`src/rtl/pong_pkg.sv`:
```
// Shared pong definitions: FSM encoding, coordinate/score types and the
// screen and paddle geometry used by the ball, paddle and video blocks.
package pong_pkg;

  typedef enum logic [2:0] {
    ST_IDLE   = 3'd0,
    ST_SERVE  = 3'd1,
    ST_MOVE   = 3'd2,
    ST_SCORED = 3'd3,
    ST_OVER   = 3'd4
  } ball_state_e;

  localparam int unsigned COORD_W = 32'd10;
  localparam int unsigned SCORE_W = 32'd4;

  typedef logic [COORD_W-1:0] coord_t;
  typedef logic [COORD_W:0]   coord_ext_t;
  typedef logic [SCORE_W-1:0] score_t;

  localparam int unsigned SCR_H_ACT  = 32'd640;
  localparam int unsigned SCR_V_ACT  = 32'd480;
  localparam int unsigned BALL_HALF  = 32'd4;
  localparam int unsigned BALL_STEP  = 32'd2;
  localparam int unsigned PAD_L_X    = 32'd20;
  localparam int unsigned PAD_R_X    = 32'd620;
  localparam int unsigned PAD_HALF_W = 32'd5;
  localparam int unsigned PAD_HALF_H = 32'd50;

  // Coordinates are compared one bit wider so sums never wrap.
  function automatic coord_ext_t ext_coord(input coord_t v);
    return {1'b0, v};
  endfunction

endpackage

```
`src/rtl/ball_ctrl_if.sv`:
```
// Ball controller signal bundle: frame tick, serve request and paddle
// positions in; ball position, scores, event pulses and FSM state out.
interface ball_ctrl_if;
  import pong_pkg::*;

  logic       i_tick;
  logic       i_start;
  coord_t     i_pl_y;
  coord_t     i_pr_y;
  coord_t     o_ball_x;
  coord_t     o_ball_y;
  score_t     o_score_l;
  score_t     o_score_r;
  logic       o_hit;
  logic       o_point;
  logic [2:0] o_state;

  modport master (
    output i_tick, i_start, i_pl_y, i_pr_y,
    input  o_ball_x, o_ball_y, o_score_l, o_score_r, o_hit, o_point, o_state
  );

  modport slave (
    input  i_tick, i_start, i_pl_y, i_pr_y,
    output o_ball_x, o_ball_y, o_score_l, o_score_r, o_hit, o_point, o_state
  );

endinterface

```
`src/rtl/ball_paddle_hit.sv`:
```
// Combinational paddle contact window for one paddle; the caller gates it
// with the ball's horizontal direction.
module ball_paddle_hit
  import pong_pkg::*;
#(
  parameter int unsigned PAD_X   = PAD_L_X,
  parameter int unsigned PAD_HW  = PAD_HALF_W,
  parameter int unsigned PAD_HH  = PAD_HALF_H,
  parameter int unsigned BALL_R  = BALL_HALF,
  parameter int unsigned STEP    = BALL_STEP,
  parameter bit          IS_LEFT = 1'b1
) (
  input  coord_t i_bx,
  input  coord_t i_by,
  input  coord_t i_py,
  output logic   o_hit
);

  localparam coord_ext_t C_PAD_X = coord_ext_t'(PAD_X);
  localparam coord_ext_t C_STEP  = coord_ext_t'(STEP);
  localparam coord_ext_t C_VWIN  = coord_ext_t'(PAD_HH + BALL_R);

  coord_ext_t w_bx;
  coord_ext_t w_by;
  coord_ext_t w_py;
  logic       w_reach;
  logic       w_vert;

  assign w_bx = ext_coord(i_bx);
  assign w_by = ext_coord(i_by);
  assign w_py = ext_coord(i_py);

  // |by - py| < window, rearranged so neither side subtracts.
  assign w_vert = ((w_by + C_VWIN) > w_py) && ((w_py + C_VWIN) > w_by);

  if (IS_LEFT) begin : g_left
    localparam coord_ext_t C_FACE = coord_ext_t'(PAD_X + PAD_HW + BALL_R);
    assign w_reach = (w_bx <= (C_FACE + C_STEP)) && (w_bx > C_PAD_X);
  end else begin : g_right
    localparam coord_ext_t C_FACE = coord_ext_t'(PAD_X - PAD_HW - BALL_R);
    assign w_reach = ((w_bx + C_STEP) >= C_FACE) && (w_bx < C_PAD_X);
  end

  assign o_hit = w_reach && w_vert;

endmodule

```
`src/rtl/ball_ctrl.sv`:
```
// Pong ball controller: serve delay, ball motion with wall and paddle
// bounces, miss detection and scoring, advanced once per frame tick.
module ball_ctrl
  import pong_pkg::*;
#(
  parameter int unsigned H_ACT       = SCR_H_ACT,
  parameter int unsigned V_ACT       = SCR_V_ACT,
  parameter int unsigned BALL_R      = BALL_HALF,
  parameter int unsigned STEP        = BALL_STEP,
  parameter int unsigned PL_X        = PAD_L_X,
  parameter int unsigned PR_X        = PAD_R_X,
  parameter int unsigned PAD_HW      = PAD_HALF_W,
  parameter int unsigned PAD_HH      = PAD_HALF_H,
  parameter int unsigned SERVE_TICKS = 32'd60,
  parameter int unsigned WIN         = 32'd9
) (
  input  logic       i_clk,
  input  logic       i_rst_n,
  ball_ctrl_if.slave bus
);

  localparam int unsigned CNT_W = $clog2(SERVE_TICKS + 32'd1);
  typedef logic [CNT_W-1:0] cnt_t;

  localparam coord_t     C_CX      = coord_t'(H_ACT / 32'd2);
  localparam coord_t     C_CY      = coord_t'(V_ACT / 32'd2);
  localparam coord_ext_t C_STEP    = coord_ext_t'(STEP);
  localparam coord_ext_t C_TOP_LIM = coord_ext_t'(BALL_R + STEP);
  localparam coord_ext_t C_TOP_POS = coord_ext_t'(BALL_R);
  localparam coord_ext_t C_BOT_POS = coord_ext_t'(V_ACT - 32'd1 - BALL_R);
  localparam coord_ext_t C_EDGE_L  = coord_ext_t'(BALL_R + STEP);
  localparam coord_ext_t C_EDGE_R  = coord_ext_t'(H_ACT - 32'd1 - BALL_R);
  localparam coord_ext_t C_FACE_L  = coord_ext_t'(PL_X + PAD_HW + BALL_R);
  localparam coord_ext_t C_FACE_R  = coord_ext_t'(PR_X - PAD_HW - BALL_R);
  localparam score_t     C_WIN     = score_t'(WIN);
  localparam cnt_t       C_SERVE   = cnt_t'(SERVE_TICKS);

  ball_state_e r_state, w_state_nxt;
  coord_t      r_bx, r_by, w_bx_nxt, w_by_nxt;
  logic        r_dx_left, r_dy_up, w_dx_left_nxt, w_dy_up_nxt;
  score_t      r_score_l, r_score_r, w_score_l_nxt, w_score_r_nxt;
  cnt_t        r_cnt, w_cnt_nxt, w_cnt_inc;
  logic        r_hit, r_point, w_hit_nxt, w_point_nxt;

  logic        w_pad_l, w_pad_r;
  coord_ext_t  w_bx, w_by, w_x_inc, w_y_inc;

  ball_paddle_hit #(
    .PAD_X(PL_X), .PAD_HW(PAD_HW), .PAD_HH(PAD_HH),
    .BALL_R(BALL_R), .STEP(STEP), .IS_LEFT(1'b1)
  ) u_hit_l (
    .i_bx(r_bx), .i_by(r_by), .i_py(bus.i_pl_y), .o_hit(w_pad_l)
  );

  ball_paddle_hit #(
    .PAD_X(PR_X), .PAD_HW(PAD_HW), .PAD_HH(PAD_HH),
    .BALL_R(BALL_R), .STEP(STEP), .IS_LEFT(1'b0)
  ) u_hit_r (
    .i_bx(r_bx), .i_by(r_by), .i_py(bus.i_pr_y), .o_hit(w_pad_r)
  );

  assign w_bx      = ext_coord(r_bx);
  assign w_by      = ext_coord(r_by);
  assign w_x_inc   = w_bx + C_STEP;
  assign w_y_inc   = w_by + C_STEP;
  assign w_cnt_inc = r_cnt + cnt_t'(1'b1);

  // Next-state and next-value logic; decrements are only taken when the
  // matching edge limit is not reached, so they cannot underflow.
  always_comb begin
    w_state_nxt   = r_state;
    w_bx_nxt      = r_bx;
    w_by_nxt      = r_by;
    w_dx_left_nxt = r_dx_left;
    w_dy_up_nxt   = r_dy_up;
    w_score_l_nxt = r_score_l;
    w_score_r_nxt = r_score_r;
    w_cnt_nxt     = r_cnt;
    w_hit_nxt     = 1'b0;
    w_point_nxt   = 1'b0;
    case (r_state)
      ST_IDLE: begin
        w_bx_nxt = C_CX;
        w_by_nxt = C_CY;
        if (bus.i_start) begin
          w_state_nxt = ST_SERVE;
          w_cnt_nxt   = '0;
        end else begin
          w_state_nxt = ST_IDLE;
        end
      end
      ST_SERVE: begin
        if (bus.i_tick) begin
          if (w_cnt_inc == C_SERVE) begin
            w_state_nxt = ST_MOVE;
            w_cnt_nxt   = '0;
          end else begin
            w_cnt_nxt = w_cnt_inc;
          end
        end else begin
          w_cnt_nxt = r_cnt;
        end
      end
      ST_MOVE: begin
        if (bus.i_tick) begin
          if (r_dy_up) begin
            if (w_by <= C_TOP_LIM) begin
              w_by_nxt    = C_TOP_POS[COORD_W-1:0];
              w_dy_up_nxt = 1'b0;
            end else begin
              w_by_nxt = r_by - C_STEP[COORD_W-1:0];
            end
          end else begin
            if (w_y_inc >= C_BOT_POS) begin
              w_by_nxt    = C_BOT_POS[COORD_W-1:0];
              w_dy_up_nxt = 1'b1;
            end else begin
              w_by_nxt = w_y_inc[COORD_W-1:0];
            end
          end
          if (r_dx_left && w_pad_l) begin
            w_bx_nxt      = C_FACE_L[COORD_W-1:0];
            w_dx_left_nxt = 1'b0;
            w_hit_nxt     = 1'b1;
          end else if (!r_dx_left && w_pad_r) begin
            w_bx_nxt      = C_FACE_R[COORD_W-1:0];
            w_dx_left_nxt = 1'b1;
            w_hit_nxt     = 1'b1;
          end else if (r_dx_left && (w_bx <= C_EDGE_L)) begin
            w_score_r_nxt = (r_score_r < C_WIN) ? (r_score_r + score_t'(1'b1)) : r_score_r;
            w_dx_left_nxt = 1'b1;
            w_point_nxt   = 1'b1;
            w_state_nxt   = ST_SCORED;
          end else if (!r_dx_left && (w_x_inc >= C_EDGE_R)) begin
            w_score_l_nxt = (r_score_l < C_WIN) ? (r_score_l + score_t'(1'b1)) : r_score_l;
            w_dx_left_nxt = 1'b0;
            w_point_nxt   = 1'b1;
            w_state_nxt   = ST_SCORED;
          end else if (r_dx_left) begin
            w_bx_nxt = r_bx - C_STEP[COORD_W-1:0];
          end else begin
            w_bx_nxt = w_x_inc[COORD_W-1:0];
          end
        end else begin
          w_state_nxt = ST_MOVE;
        end
      end
      ST_SCORED: begin
        w_bx_nxt  = C_CX;
        w_by_nxt  = C_CY;
        w_cnt_nxt = '0;
        if ((r_score_l == C_WIN) || (r_score_r == C_WIN)) begin
          w_state_nxt = ST_OVER;
        end else begin
          w_state_nxt = ST_SERVE;
        end
      end
      ST_OVER: begin
        w_bx_nxt = C_CX;
        w_by_nxt = C_CY;
        if (bus.i_start) begin
          w_score_l_nxt = '0;
          w_score_r_nxt = '0;
          w_cnt_nxt     = '0;
          w_state_nxt   = ST_SERVE;
        end else begin
          w_state_nxt = ST_OVER;
        end
      end
      default: begin
        w_state_nxt = ST_IDLE;
      end
    endcase
  end

  // State and output registers; reset parks the ball at centre in IDLE.
  always_ff @(posedge i_clk or negedge i_rst_n) begin
    if (!i_rst_n) begin
      r_state   <= ST_IDLE;
      r_bx      <= C_CX;
      r_by      <= C_CY;
      r_dx_left <= 1'b0;
      r_dy_up   <= 1'b0;
      r_score_l <= '0;
      r_score_r <= '0;
      r_cnt     <= '0;
      r_hit     <= 1'b0;
      r_point   <= 1'b0;
    end else begin
      r_state   <= w_state_nxt;
      r_bx      <= w_bx_nxt;
      r_by      <= w_by_nxt;
      r_dx_left <= w_dx_left_nxt;
      r_dy_up   <= w_dy_up_nxt;
      r_score_l <= w_score_l_nxt;
      r_score_r <= w_score_r_nxt;
      r_cnt     <= w_cnt_nxt;
      r_hit     <= w_hit_nxt;
      r_point   <= w_point_nxt;
    end
  end

  assign bus.o_ball_x  = r_bx;
  assign bus.o_ball_y  = r_by;
  assign bus.o_score_l = r_score_l;
  assign bus.o_score_r = r_score_r;
  assign bus.o_hit     = r_hit;
  assign bus.o_point   = r_point;
  assign bus.o_state   = r_state;

endmodule

```
`src/flat_wrapper.sv`:
```
// flat-port wrapper written by rule: the top's interface ports become plain ports
module ball_ctrl_flat import pong_pkg::*;
#(
  parameter int unsigned H_ACT       = SCR_H_ACT,
  parameter int unsigned V_ACT       = SCR_V_ACT,
  parameter int unsigned BALL_R      = BALL_HALF,
  parameter int unsigned STEP        = BALL_STEP,
  parameter int unsigned PL_X        = PAD_L_X,
  parameter int unsigned PR_X        = PAD_R_X,
  parameter int unsigned PAD_HW      = PAD_HALF_W,
  parameter int unsigned PAD_HH      = PAD_HALF_H,
  parameter int unsigned SERVE_TICKS = 32'd60,
  parameter int unsigned WIN         = 32'd9
)
  (i_clk, i_rst_n, bus_i_tick, bus_i_start, bus_i_pl_y, bus_i_pr_y, bus_o_ball_x, bus_o_ball_y, bus_o_score_l, bus_o_score_r, bus_o_hit, bus_o_point, bus_o_state);
  ball_ctrl_if bus_i ();
  input  logic i_clk;
  input  logic i_rst_n;
  input wire logic [$bits(bus_i.i_tick)-1:0] bus_i_tick;
  input wire logic [$bits(bus_i.i_start)-1:0] bus_i_start;
  input wire logic [$bits(bus_i.i_pl_y)-1:0] bus_i_pl_y;
  input wire logic [$bits(bus_i.i_pr_y)-1:0] bus_i_pr_y;
  output wire logic [$bits(bus_i.o_ball_x)-1:0] bus_o_ball_x;
  output wire logic [$bits(bus_i.o_ball_y)-1:0] bus_o_ball_y;
  output wire logic [$bits(bus_i.o_score_l)-1:0] bus_o_score_l;
  output wire logic [$bits(bus_i.o_score_r)-1:0] bus_o_score_r;
  output wire logic [$bits(bus_i.o_hit)-1:0] bus_o_hit;
  output wire logic [$bits(bus_i.o_point)-1:0] bus_o_point;
  output wire logic [$bits(bus_i.o_state)-1:0] bus_o_state;
  assign bus_i.i_tick = bus_i_tick;
  assign bus_i.i_start = bus_i_start;
  assign bus_i.i_pl_y = bus_i_pl_y;
  assign bus_i.i_pr_y = bus_i_pr_y;
  assign bus_o_ball_x = bus_i.o_ball_x;
  assign bus_o_ball_y = bus_i.o_ball_y;
  assign bus_o_score_l = bus_i.o_score_l;
  assign bus_o_score_r = bus_i.o_score_r;
  assign bus_o_hit = bus_i.o_hit;
  assign bus_o_point = bus_i.o_point;
  assign bus_o_state = bus_i.o_state;
  ball_ctrl #(.H_ACT(H_ACT), .V_ACT(V_ACT), .BALL_R(BALL_R), .STEP(STEP), .PL_X(PL_X), .PR_X(PR_X), .PAD_HW(PAD_HW), .PAD_HH(PAD_HH), .SERVE_TICKS(SERVE_TICKS), .WIN(WIN)) u_core (.i_clk(i_clk), .i_rst_n(i_rst_n), .bus(bus_i));
endmodule
```
`config.mk`:
```
export PLATFORM = sky130hd
export DESIGN_NAME = ball_ctrl_flat
export DESIGN_NICKNAME = d
export VERILOG_FILES = /design/src/rtl/pong_pkg.sv /design/src/rtl/ball_ctrl_if.sv /design/src/rtl/ball_paddle_hit.sv /design/src/rtl/ball_ctrl.sv /design/src/flat_wrapper.sv
export SDC_FILE = /design/constraint.sdc
export NUM_CORES = 1
export LEC_CHECK = 0
export CAP_MARGIN = 5
export CORE_AREA = 2 2 115 117
export DETAILED_ROUTE_END_ITERATION = 12
export DIE_AREA = 0 0 117 119
export DONT_BUFFER_PORTS = 1
export SLEW_MARGIN = 10
export SYNTH_ARGS = -nofsm -noshare
export SYNTH_HDL_FRONTEND = slang
export SYNTH_HIERARCHICAL = 1
export SYNTH_SLANG_ARGS = --single-unit
```
`constraint.sdc`:
```
create_clock -name i_clk -period 11.6 [get_ports i_clk]
set_clock_uncertainty 0.15 [all_clocks]
set_input_delay 1.16 -clock i_clk [delete_from_list [all_inputs] [get_ports i_clk]]
set_output_delay 1.16 -clock i_clk [all_outputs]
set_load 0.005 [all_outputs]
```
==> impl_summary.md, run 1 <==
Status
The flow ran to the end, and the final reports show no timing, DRC or antenna violations.

Floorplan
The floorplan step set the die width to 117 µm. The overall die area is 0.0139 mm². The core outline area is between 0.01 and 0.015 mm². In this run the core area contains 42 standard-cell rows. The initial utilization of the core area, before any placement, comes to 0.390. The die height is between 100 and 150 µm. During I/O placement, the number of pins put on the boundary was 57.

Logic synthesis
Of the post-synthesis cell area, the dominant cell type holds 0.175. After synthesis, the largest family of logic cells by area is compound AO/OA/AOI/OAI gates. Of the total synthesized cell area, the portion taken by full adders, half adders and majority gates is 0.142. The per-instance average area after synthesis is roughly 7.8 µm². The share of the synthesized netlist area taken by xor and xnor gates is 0.0786. The leading register cell type out of synthesis is dfrtp_1.

The synthesized design contains 0 enable-type register cells. During synthesis, Yosys emitted a total of 6 warnings. Summed over all instances, the cell type with the most area after synthesis is dfrtp_1. The post-synthesis cell count is 641. The portion of synthesized area spent on multiplexers is 0.0312. Sorting the synthesized cells by area gives the leading types as dfrtp_1 (17%), ha_1 (14%), xnor2_1 (5.9%). The area fraction in compound gates after synthesis was 0.237. The number of library cell types mapped by synthesis is 78.

Of the total synthesized cell area, the portion taken by AND, OR, NAND and NOR gates is 0.235. The proportion of synthesized chip area in sequential cells is 0.206. The proportion of synthesized flip-flops having asynchronous set or reset is 1.00. Synthesis inferred 41 register bits. The number of nets in the synthesized netlist is 722. The most instantiated library cell after synthesis is inv_1. The area of the mapped netlist is 0.00502 mm².

By count the netlist is led by inv_1 (66), nand2_1 (62), ha_1 (57), o21ai_0 (44), a21oi_1 (41).

Power
Summed over all cells, the static leakage comes to around 2.3 nW. The worst-case vdd ir drop is 0.0638 mV. The design draws 0.520 mW. The cell area power density is 97.7 mW/mm².

Clocking
The count of instances resized after the clock tree is built is 0. The clock tree from TritonCTS is done. The TritonCTS buffer count is 5. The hold-fix buffer count after cts is 0. The buffers inserted during post-CTS setup optimization is 0. In this run the number of H-tree levels came out at 2. Counting along the longest clock path gives a buffer depth of 2. Clock-pin slew was measured on the worst setup and hold paths at approximately 60 ps. The root buffer cell chosen for the clock tree is clkbuf_16. The clock latency of the later-clocked register in the worst-skew pair is 280 ps. The clock net sink count is 41.

Run
Across the run, the number of max-cap violations was 0.

Placed design
At the end of routability-driven placement, the weighted congestion stood at 0.862. The count of buffers added on input and output ports is 0. Before CTS, the worst setup slack after placement is 6840 ps. The final HPWL from detailed placement is 9940 µm.

Cells and area
The synthesis-to-layout area growth is 6.08%. The final layout contains 707 nets. The fraction of layout cells with a size suffix above 1 is 0.0734. The repair_antennas step left the layout with diodes totalling 0.

Drt
The final route contains 4,711 vias. The number of nets still failing antenna checks after routing is 0. The routed wire length is between 10,000 and 15,000 µm. The average wire per standard cell is approximately 17 µm. The total DRC errors in the routed layout is 0. Dividing the detail-routed via count by the number of cells gives 5.87.

The number of DRC markers in iteration 0 is approximately 520. The first-pass iteration count of the detailed router is 7.

STA
The worst path in the final design needs a cycle of roughly 4700 ps, including I/O delays and setup. Setup repair after global routing left no endpoint under its margin. The number of max-slew violations in the final report is 0.

The worst setup margin is 6940 ps. For the pin with the worst max-slew slack, the measured transition is 1020 ps. The post-route setup TNS is 0 ps.

The count of endpoints failing hold in the final timing report is 0. The period utilization is 0.401. The remaining max-slew budget at the tightest pin is 0.313.

The count of endpoints failing setup in the final report is 0. The fmax is around 0.21 GHz.

GRT
The overall global routing resource usage is 0.197. Global routing finished with a remaining overflow of 0. Entering global routing, the biggest net connects 42 pins. The number of antenna violations at the first check in global routing is 0. The via count of the first global-routing pass is 4,589.

The first-pass GRT wire length is about 22,000 µm.

Setup path
The class of the most critical setup path is reg2reg. The critical path data required time is between 10,000 and 15,000 ps. The critical path startpoint category is a register. The largest fanout on the critical path is 21. At the worst endpoint, the arrival time is 4670 ps.

STA classifies the critical path endpoint as a register.

Hold path
The path class of the lowest-slack min-delay path is reg2reg.
==> flip-flops by register name (all words and copies together) (netlist names) <==
| name | cells |
|---|---|
| u_core/r_dx_left | 1 |
| u_core/bus.o_hit | 1 |
| u_core/bus.o_score_l | 4 |
| u_core/bus.o_state | 3 |
| u_core/bus.o_point | 1 |
| u_core/r_cnt | 6 |
| u_core/bus.o_ball_y | 10 |
| u_core/bus.o_score_r | 4 |
| u_core/bus.o_ball_x | 10 |
| u_core/r_dy_up | 1 |
==> power by group <==
group	total, mW	switching (mW)	internal, mW	leakage [nW]
combinational	0.156	0.0816	0.0745	1.70
sequential	0.202	0.0453	0.156	0.521
clock	0.162	0.0547	0.107	0.0841
total	0.520	0.182	0.338	2.31
==> worst paths after layout <==
| path | to | startpoint | slack [ps] | cells after the start |
|---|---|---|---|---|
| worst max register to register | u_core/bus.o_score_r[2] | u_core/bus.o_ball_y[3] | 6940 | 16 |
| worst max-delay path | u_core/bus.o_score_r[2] | u_core/bus.o_ball_y[3] | 6940 | 16 |
| worst min register to register | u_core/r_cnt[3] | u_core/r_cnt[3] | 360 | 1 |
| max in group asynchronous | u_core/bus.o_ball_y[7] | i_rst_n | 10700 | 0 |
| worst min-delay path | u_core/r_cnt[3] | u_core/r_cnt[3] | 360 | 1 |
| min in group asynchronous | u_core/r_cnt[5] | i_rst_n | 410 | 0 |
==> cell families after synthesis <==
logic type               after synthesis
AND/OR/NAND/NOR                      223
adder cells (fa/ha/maj)               57
XOR/XNOR                              45
flip-flops                            41
AO/OA/AOI/OAI                        173
multiplexers                          12
buffers and inverters                 90
==> critical path, cell delays in order (launching register included) <==
cell,delay (ps)
dfrtp_1,840
inv_1,190
o21ai_0,320
nand2_1,110
xnor2_1,150
ha_1,320
nand3_2,100
or4_4,520
a32o_1,210
a31oi_1,260
a2111oi_2,130
nand2_1,120
nand2_1,170
o41ai_2,580
nand2_1,140
xnor2_1,170
nor2_1,60
==> metal layers <==
layer | global-route usage | vias up | wire [µm]
li1 | - | 2292 | -
met1 | 0.265 | 2265 | 6160
met2 | 0.317 | 137 | 6280
met3 | 0.0422 | 17 | 858
met4 | 0.0574 | 0 | 178
met5 | 0 | - | 0
==> area by class of cell <==
| type | count | area (µm²) |
|---|---|---|
| fill | 1282 | 7550 |
| inverter | 66 | 248 |
| timing repair buffer | 2 | 15.0 |
| tap | 176 | 220 |
| clock inverter | 1 | 30.0 |
| sequential | 41 | 1030 |
| clock buffer | 7 | 143 |
| multi-input combinational | 510 | 3630 |
==> stage by stage <==
step                hold WS, ps  instances  area (µm²)   util
floorplan                   318        641        5020      -
global placement            340        795        5150  0.400
detailed placement          351        795        5150  0.400
CTS                         362        803        5320  0.413
global route                392        803        5320  0.413
finish                      362        803        5320  0.413
==> placed cells by master (no fill, tap or decap), types with 4 or more instances in the layout <==
cell type | netlist | final
dfrtp_1 | 35 | 35
nand2_1 | 62 | 62
nor3_1 | 14 | 14
mux2_4 | 7 | 7
nand3b_1 | 8 | 8
a31oi_1 | 14 | 14
nor4_1 | 5 | 5
nand4_1 | 17 | 17
dfstp_2 | 6 | 6
a211oi_1 | 7 | 7
nor2b_1 | 11 | 11
or3_1 | 10 | 10
inv_1 | 66 | 66
o21ai_0 | 44 | 44
nand3_1 | 31 | 31
o211ai_1 | 4 | 4
o22ai_1 | 4 | 4
mux2i_1 | 4 | 4
xor2_1 | 11 | 11
ha_1 | 57 | 57
xnor2_1 | 34 | 34
nor3b_1 | 4 | 4
or2_2 | 4 | 4
a21o_1 | 6 | 6
nor2_1 | 27 | 27
nand2b_1 | 7 | 7
and3_1 | 5 | 5
clkbuf_16 | 0 | 5
a21oi_1 | 41 | 41
Power figures use the tool's default switching activity.
==> inputs of run 2 (changes only) <==
==> constraint.sdc (replaced) <==
create_clock -name i_clk -period 4.05 [get_ports i_clk]
set_clock_uncertainty 0.15 [all_clocks]
set_input_delay 0.405 -clock i_clk [delete_from_list [all_inputs] [get_ports i_clk]]
set_output_delay 0.405 -clock i_clk [all_outputs]
set_load 0.005 [all_outputs]
==> run 2 against run 1 <==
Register-to-register slack worse by 6800 ps. Combinational power rose to 3.6 times the previous value. Sequential share of layout area down 0.66 points. Critical path depth up 1. Die area unchanged. Wire length up 1.0%. Global-route usage up 0.13 points. Critical endpoint unchanged.
==> impl_summary.md, run 2 (synthesis results as in run 1) <==
Placed design
The total of buffers placed on input and output ports is 0 (unchanged). The final RePlAce weighted congestion is 0.914 (+6.1%). The final HPWL from detailed placement came to 10,300 µm (+3.9%). The total instance count after detailed placement is 814 (+2.4%).

GRT
The number of antenna violations at the first check in global routing is 0 (unchanged). The first-pass GRT wire length is 22,700 µm (+1.1%). The leftover overflow at the end of global routing was 0 (unchanged).

The global-route track usage on met1 was 0.269 (+0.00382). The met3 capacity usage during global routing is 0.0346 (-0.00763). The overall global routing resource usage is 0.199 (+0.00126). The via count of the first global-routing pass came to 4,735 (+3.2%). In this run the most used layer during global routing was met2. The maximum number of pins on one net before global-route repair is 42 (unchanged). The global-route met2 utilization came to 0.325 (+0.00795).

Cells and area
The synthesis-to-layout area growth is 9.83%. The number of antenna repair diodes is 0 (unchanged). The layout net count came to 728 (+3.0%). The fraction of layout cells with a size suffix above 1 is 0.106 (+0.0331). The filler cell count in the final layout came to 1,282 (unchanged).

The top cell types in the final layout, fill and taps aside, are inv_1 (66), nand2_1 (61), ha_1 (57). The final cell count without fillers is 824 (+2.6%). The most common library cell in the layout ignoring fill and taps is inv_1.

Status
The flow ran to the end, and the final reports show no timing, DRC or antenna violations.

Clocking
The buffers inserted during post-CTS setup optimization is 0 (unchanged). The H-tree depth was 2 (unchanged). The number of buffers on the longest clock path is 2 (unchanged). The library cell used as clock root buffer is clkbuf_16. The clock net sink count is 41 (unchanged). The clock latency of the later-clocked register in the worst-skew pair was 280 ps (about the same). The clock input transition at the sequential cells of the worst setup and hold paths is 60 ps (about the same). The TritonCTS buffer count is 5 (unchanged). TritonCTS built the clock tree.

Floorplan
The core outline area is 0.0129 mm² (unchanged). The row count is 42 (unchanged). The count of boundary I/O pins is 57 (unchanged). The initial cell density of the core is 0.390 (unchanged). The die height is 119 µm (unchanged).

The overall die area is 0.0139 mm² (unchanged). The overall die width is 117 µm (unchanged).

Hold path
The min-delay analysis places its worst path in the category in2reg. The number of cells on the worst hold path is 2 (+1). The startpoint identified for the worst hold timing path is bus_i_start. The worst hold path terminates at u_core/bus.o_state[0].

Power
The worst-case vdd ir drop is 0.202 mV (+220%). The leakage power is 2.42 nW (+4.9%). The cell area power density is 278 mW/mm² (+180%).

Setup path
The signal on the critical path passes through buf_4 -> o21ai_1 -> a211oi_1 -> xnor2_1 -> ha_1 -> nand3_1 -> or4_4 -> a32o_1 -> a31oi_1 -> a2111oi_2 -> nand2_1 -> nand2_1 -> o41ai_2 -> buf_4 -> nand2_1 -> xnor2_1 -> nor2_1. The worst reg-to-reg setup slack came to 160 ps (-6780 ps). The slowest stage cell on the critical path is a211oi_1. The startpoint identified for the worst register-to-register timing path is u_core/bus.o_ball_y[2].

The worst setup path is of the reg2reg kind. The count of buffer and inverter cells on the critical path is 2 (+1). The cell that appears most often on the critical path is nand2_1.

The capture point of the worst reg-to-reg path is u_core/bus.o_score_r[2]. The depth of the worst register-to-register path is 17 (+1). The signal arrival time at the worst endpoint is 3900 ps (-770 ps).

The largest fanout on the critical path came to 13 (-38%). The largest delay contributor family on the critical path is compound AO/OA/AOI/OAI gates. STA classifies the critical path endpoint as a register. The delay of the slowest critical-path stage is 430 ps (-410 ps). The worst setup path is launched from a register.

The critical path data required time is 4070 ps (-7550 ps).

Drt
The total DRC errors in the routed layout was 0 (unchanged). The total number of vias is 4,734 (+0.49%). The average wire per standard cell is 16.5 µm (-1.6%).

The via density per instance is 5.75 (-2.1%). The first-pass iteration count of the detailed router was 6 (-1). The number of nets still failing antenna checks after routing is 0 (unchanged). The routed wire length was 13,600 µm (+1.0%).

The number of DRC markers in iteration 0 is 361 (-30%).

STA
The number of max-slew violations in the final report is 0 (unchanged). The remaining max-slew budget at the tightest pin was 0.357 (+0.0445). The count of endpoints failing setup in the final report was 0 (unchanged). The time the final worst path needs with I/O delays and setup is 3890 ps (-769 ps).

The period utilization is 0.960 (+0.558). Setup repair after global routing left no endpoint under its margin. The post-route setup TNS is 0 ps (unchanged). The fmax is 0.257 GHz (+20%). The transition time of the tightest slew-check pin is 962 ps (-58.0 ps). The count of endpoints failing hold in the final timing report is 0 (unchanged).

Run
The number of max-capacitance violations reported is 0 (unchanged).
## run 2: stage by stage
step	utilization	hold WS, ps	setup slack (ps)	power [mW]	cell area (µm²)
2_1_floorplan	-	-40.6	218	0.929	5020
3_3_place_gp	0.411	-39.3	263	1.04	5290
3_5_place_dp	0.411	-39.4	170	1.06	5290
4_1_cts	0.427	122	148	1.54	5500
5_1_grt	0.428	132	3.52	1.64	5510
6_report	0.428	128	163	1.53	5510
## run 2: what timing repair did
item	4_1_cts	5_1_grt
endpoints found under the hold margin	41	0
setup endpoints to repair	0	16
gates resized for setup	0	5
hold buffers	2	0
## run 2: worst reg2reg max path, cell delays in order (launching register included)
cell and delay (ps):
dfrtp_1 340, buf_4 210, o21ai_1 150, a211oi_1 430
xnor2_1 110, ha_1 330, nand3_1 80, or4_4 430
a32o_1 220, a31oi_1 200, a2111oi_2 80, nand2_1 120
nand2_1 150, o41ai_2 340, buf_4 190, nand2_1 70
xnor2_1 140, nor2_1 50
## run 2: per-layer routing
| metal | vias up | part of all wire |
|---|---|---|
| met5 | - | 0 |
| met4 | 0 | 0.015 |
| met3 | 18 | 0.062 |
| met2 | 143 | 0.47 |
| met1 | 2244 | 0.46 |
| li1 | 2329 | - |
## run 2: worst max path at each step
stage,from,end,slack (ps),depth (start not counted)
2_1_floorplan,u_core/bus.o_ball_y[1],u_core/bus.o_score_r[2],220,17
3_3_place_gp,u_core/bus.o_ball_y[1],u_core/bus.o_score_r[2],260,18
3_5_place_dp,u_core/bus.o_ball_y[1],u_core/bus.o_score_r[2],170,18
4_1_cts,u_core/bus.o_ball_y[1],u_core/bus.o_score_r[2],150,18
5_1_grt,u_core/bus.o_ball_y[2],u_core/bus.o_score_r[2],4,17
6_report,u_core/bus.o_ball_y[2],u_core/bus.o_score_r[2],160,17
## run 2: layout make-up
type | instances | area (µm²) | share of cell area
inverters | 66 | 248 | 0.0450
repair buffers | 23 | 188 | 0.0341
well taps | 176 | 220 | 0.0400
multi-input cells | 510 | 3650 | 0.662
clock buffers | 7 | 143 | 0.0259
clock inverters | 1 | 30.0 | 0.00545
flip-flops and latches | 41 | 1030 | 0.188
## run 2: where the power goes
part	switching, mW	internal, mW	total (mW)
registers	0.0533	0.450	0.503
clock network	0.157	0.308	0.465
logic	0.326	0.240	0.566
==> inputs of run 3 (changes only) <==
--- a/config.mk
+++ b/config.mk
@@ -6,10 +6,14 @@
 export NUM_CORES = 1
 export LEC_CHECK = 0
 export CAP_MARGIN = 5
+export CELL_PAD_IN_SITES_DETAIL_PLACEMENT = 1
+export CELL_PAD_IN_SITES_GLOBAL_PLACEMENT = 1
 export CORE_AREA = 2 2 115 117
+export CTS_CLUSTER_DIAMETER = 30
 export DETAILED_ROUTE_END_ITERATION = 12
 export DIE_AREA = 0 0 117 119
 export DONT_BUFFER_PORTS = 1
+export PLACE_DENSITY_LB_ADDON = 0.1
 export SLEW_MARGIN = 10
 export SYNTH_ARGS = -nofsm -noshare
 export SYNTH_HDL_FRONTEND = slang
==> run 3 against run 2 <==
Worst setup slack gained 110 ps. Clock-buffer cell count shrank 1. Clock power down 15%. Combinational power up 4.4%. Non-clock buffer count stayed put. Largest cell class unchanged. Cell count is the same. Power shrank 3.4%. Maximum frequency up 2.9%. Via count up 2.1%. First-iteration DRC count shrank 33%. Sequential cell count unchanged. Wire length grew 15%.
==> impl_summary.md, run 3 (synthesis results as in run 1) <==
Drt
The routed wire length is 15,700 µm (+15%). The top routing layer in use is met4. The detailed-routing wirelength on met1 was 7490 µm (+21%). The total number of vias was 4,833 (+2.1%). The number of nets still failing antenna checks after routing is 0 (unchanged). The number of DRC markers in iteration 0 is 243 (-33%). The total DRC errors in the routed layout is 0 (unchanged).

The first-pass iteration count of the detailed router is 4 (-2). The average wire per standard cell is 19.0 µm (+15%). The wire length on met3 is 622 µm (-26%).

The via density per instance is 5.87 (+2.1%). The met2 wire length is 7400 µm (+16%).

Power
The switching fraction of total power is 0.379 (+0.0294). The switching power was 0.562 mW (+4.7%). The worst-case vdd ir drop is 0.158 mV (-22%). The combinational power share is 0.399 (+0.030).

The leakage power was 2.40 nW (-0.75%). The cell internal power dissipation was 0.920 mW (-7.8%). The total power consumption of the routed design is 1.48 mW (-3.4%). The sequential power share is 0.334 (+0.006). The cell area power density was 269 mW/mm² (-3.4%).

The clock share of power is 0.267 (-0.036).

Cells and area
The layout net count came to 728 (unchanged). The number of antenna repair diodes was 0 (unchanged). The top cell types in the final layout, fill and taps aside, are inv_1 (66), nand2_1 (61), ha_1 (57).

The library cell used most frequently in the layout, excluding fill and tap cells, is inv_1. The fraction of layout cells with a size suffix above 1 is 0.111 (+0.00463). The filler cell count in the final layout is 1,593 (+24%).

The synthesis-to-layout area growth was 9.73% (about the same). The area taken by flip-flops and latches is 0.00103 mm² (unchanged). The post-route standard cell area excluding fillers is 0.00551 mm² (about the same). The final cell count without fillers is 824 (unchanged).

The core utilization of the finished layout is 0.428 (about the same). The footprint of the multi-input gates is 0.00366 mm² (+0.34%).

Run
The number of max-capacitance violations reported is 0 (unchanged).

Floorplan
The initial cell density of the core was 0.390 (unchanged). The row count is 42 (unchanged). The count of boundary I/O pins is 57 (unchanged). The core outline area is 0.0129 mm² (unchanged). The die height came to 119 µm (unchanged).

The overall die area is 0.0139 mm² (unchanged). The overall die width is 117 µm (unchanged).

STA
The post-route setup TNS is 0 ps (unchanged). The period utilization was 0.932 (-0.0272). Setup repair after global routing left no endpoint under its margin.

The fmax is 0.265 GHz (+2.9%). The count of endpoints failing hold in the final timing report is 0 (unchanged). The number of max-slew violations in the final report was 0 (unchanged).

The remaining max-slew budget at the tightest pin is 0.341 (-0.0166). The count of endpoints failing setup in the final report is 0 (unchanged). The transition time of the tightest slew-check pin was 979 ps (+16.6 ps). The time the final worst path needs with I/O delays and setup is 3780 ps (-110 ps).

Setup path
The most critical setup path has its startpoint at u_core/bus.o_ball_y[2]. The worst register-to-register path begins at u_core/bus.o_ball_y[2]. The cell repeated most along the worst path is ha_1. STA classifies the critical path startpoint as a register. The class of the most critical setup path is reg2reg. Traced cell by cell, the critical path runs through buf_4 -> inv_1 -> ha_1 -> nor2_1 -> or3_1 -> nand4_1 -> xnor2_1 -> ha_1 -> nand3_1 -> a31oi_1 -> a2111oi_2 -> nor4_2 -> nand2b_1 -> nand2_2 -> nand2_1 -> o31ai_4 -> mux2_4. The depth of the worst register-to-register path is 17 (unchanged). Among all stages on the critical path, the largest delay is contributed by dfrtp_1. The signal arrival time at the worst endpoint is 3800 ps (-100 ps). The delay of the slowest critical-path stage is 380 ps (-50 ps). The element type at the critical path end is a register.

The largest fanout on the critical path is 13 (unchanged). The critical path data required time came to 4070 ps (about the same).

Hold path
The worst hold path belongs to the class in2reg. In this run the most critical hold path is launched from bus_i_start. The number of cells on the worst hold path came to 2 (unchanged).

GRT
The first-pass GRT wire length is 26,200 µm (+16%). The number of antenna violations at the first check in global routing is 0 (unchanged). The leftover overflow at the end of global routing came to 0 (unchanged). The maximum number of pins on one net before global-route repair was 42 (unchanged). The overall global routing resource usage was 0.235 (+0.0363).

The via count of the first global-routing pass is 5,129 (+8.3%).

Clocking
The clock net sink count is 41 (unchanged). The clock latency of the later-clocked register in the worst-skew pair was 290 ps (about the same). The buffers inserted during post-CTS setup optimization is 0 (unchanged). The library cell used as clock root buffer is clkbuf_16. The clock input transition at the sequential cells of the worst setup and hold paths came to 70 ps (about the same). TritonCTS built the clock tree. The TritonCTS buffer count is 5 (unchanged). The H-tree depth is 2 (unchanged). The number of buffers on the longest clock path is 2 (unchanged).

Placed design
The total of buffers placed on input and output ports is 0 (unchanged). The total instance count after detailed placement is 814 (unchanged). The final RePlAce weighted congestion is 0.857 (-6.2%). The standard cell area after detailed placement was 0.00529 mm² (unchanged). The final HPWL from detailed placement is 12,000 µm (+16%).

Status
The flow ran to the end, and the final reports show no timing, DRC or antenna violations.
==> run 3: cell count changes in the layout (fill, tap and decap cells not counted) <==
cell        before  now
clkinvlp_4       0    2
o21ai_1          4    2
o21ai_2          2    4
a211oi_1         7    6
a211oi_2         1    2
buf_12           1    0
buf_16           0    1
buf_4           21   20
buf_6            0    1
bufinv_16        1    0
clkbuf_8         1    0
==> run 3: final cells by class <==
| cell class | instances | share of cell area |
|---|---|---|
| Inverter | 66 | 0.0450 |
| Sequential cell | 41 | 0.188 |
| Clock inverter | 2 | 0.00273 |
| Tap cell | 176 | 0.0400 |
| Timing Repair Buffer | 23 | 0.0361 |
| Clock buffer | 6 | 0.0234 |
| Multi-Input combinational cell | 510 | 0.665 |
==> run 3: critical path: cells and delay by family, from the launching register on <==
kind | cells | cell delay [ps]
compound gates | 3 | 480
fa+ha+maj | 2 | 500
mux | 1 | 350
simple gates | 8 | 1400
buf+inv | 2 | 290
flops | 1 | 380
xor+xnor | 1 | 90
==> run 3: power groups by stage <==
stage               Sequential, mW  Combinational (mW)  Clock, mW
floorplan                    0.508               0.421          0
global placement             0.502               0.549          0
detailed placement           0.504               0.572          0
CTS                          0.497               0.587      0.408
global route                 0.505               0.671      0.422
finish                       0.495               0.591      0.395
==> run 3: per-stage QoR <==
stage	worst slack, ps	hold slack (ps)
after floorplan	218	-40.6
after detailed placement	132	-39.7
final	273	114
after global placement	194	-39.6
after global routing	21.4	115
after CTS	107	104
==> run 3: repair_timing <==
item	in CTS	in global routing
hold buffers	2	0
endpoints found under the setup margin	0	14
endpoints found under the hold margin	41	0
resized for setup	0	9
==> run 3: per-layer routing <==
metal  GRT usage  up-vias
met2       0.387       98
li1            -     2332
met1       0.328     2387
met4      0.0471        0
met3      0.0310       16
met5           0        -
==> run 3: final timing paths <==
path                                          end  slack (ps)
setup reg to reg           u_core/bus.o_ball_x[9]         270
hold / removal              u_core/bus.o_state[0]         110
max in group asynchronous  u_core/bus.o_ball_y[6]        2980
setup / recovery           u_core/bus.o_ball_x[9]         270
min in group asynchronous        u_core/bus.o_hit         490
hold reg to reg                   u_core/r_cnt[1]         370
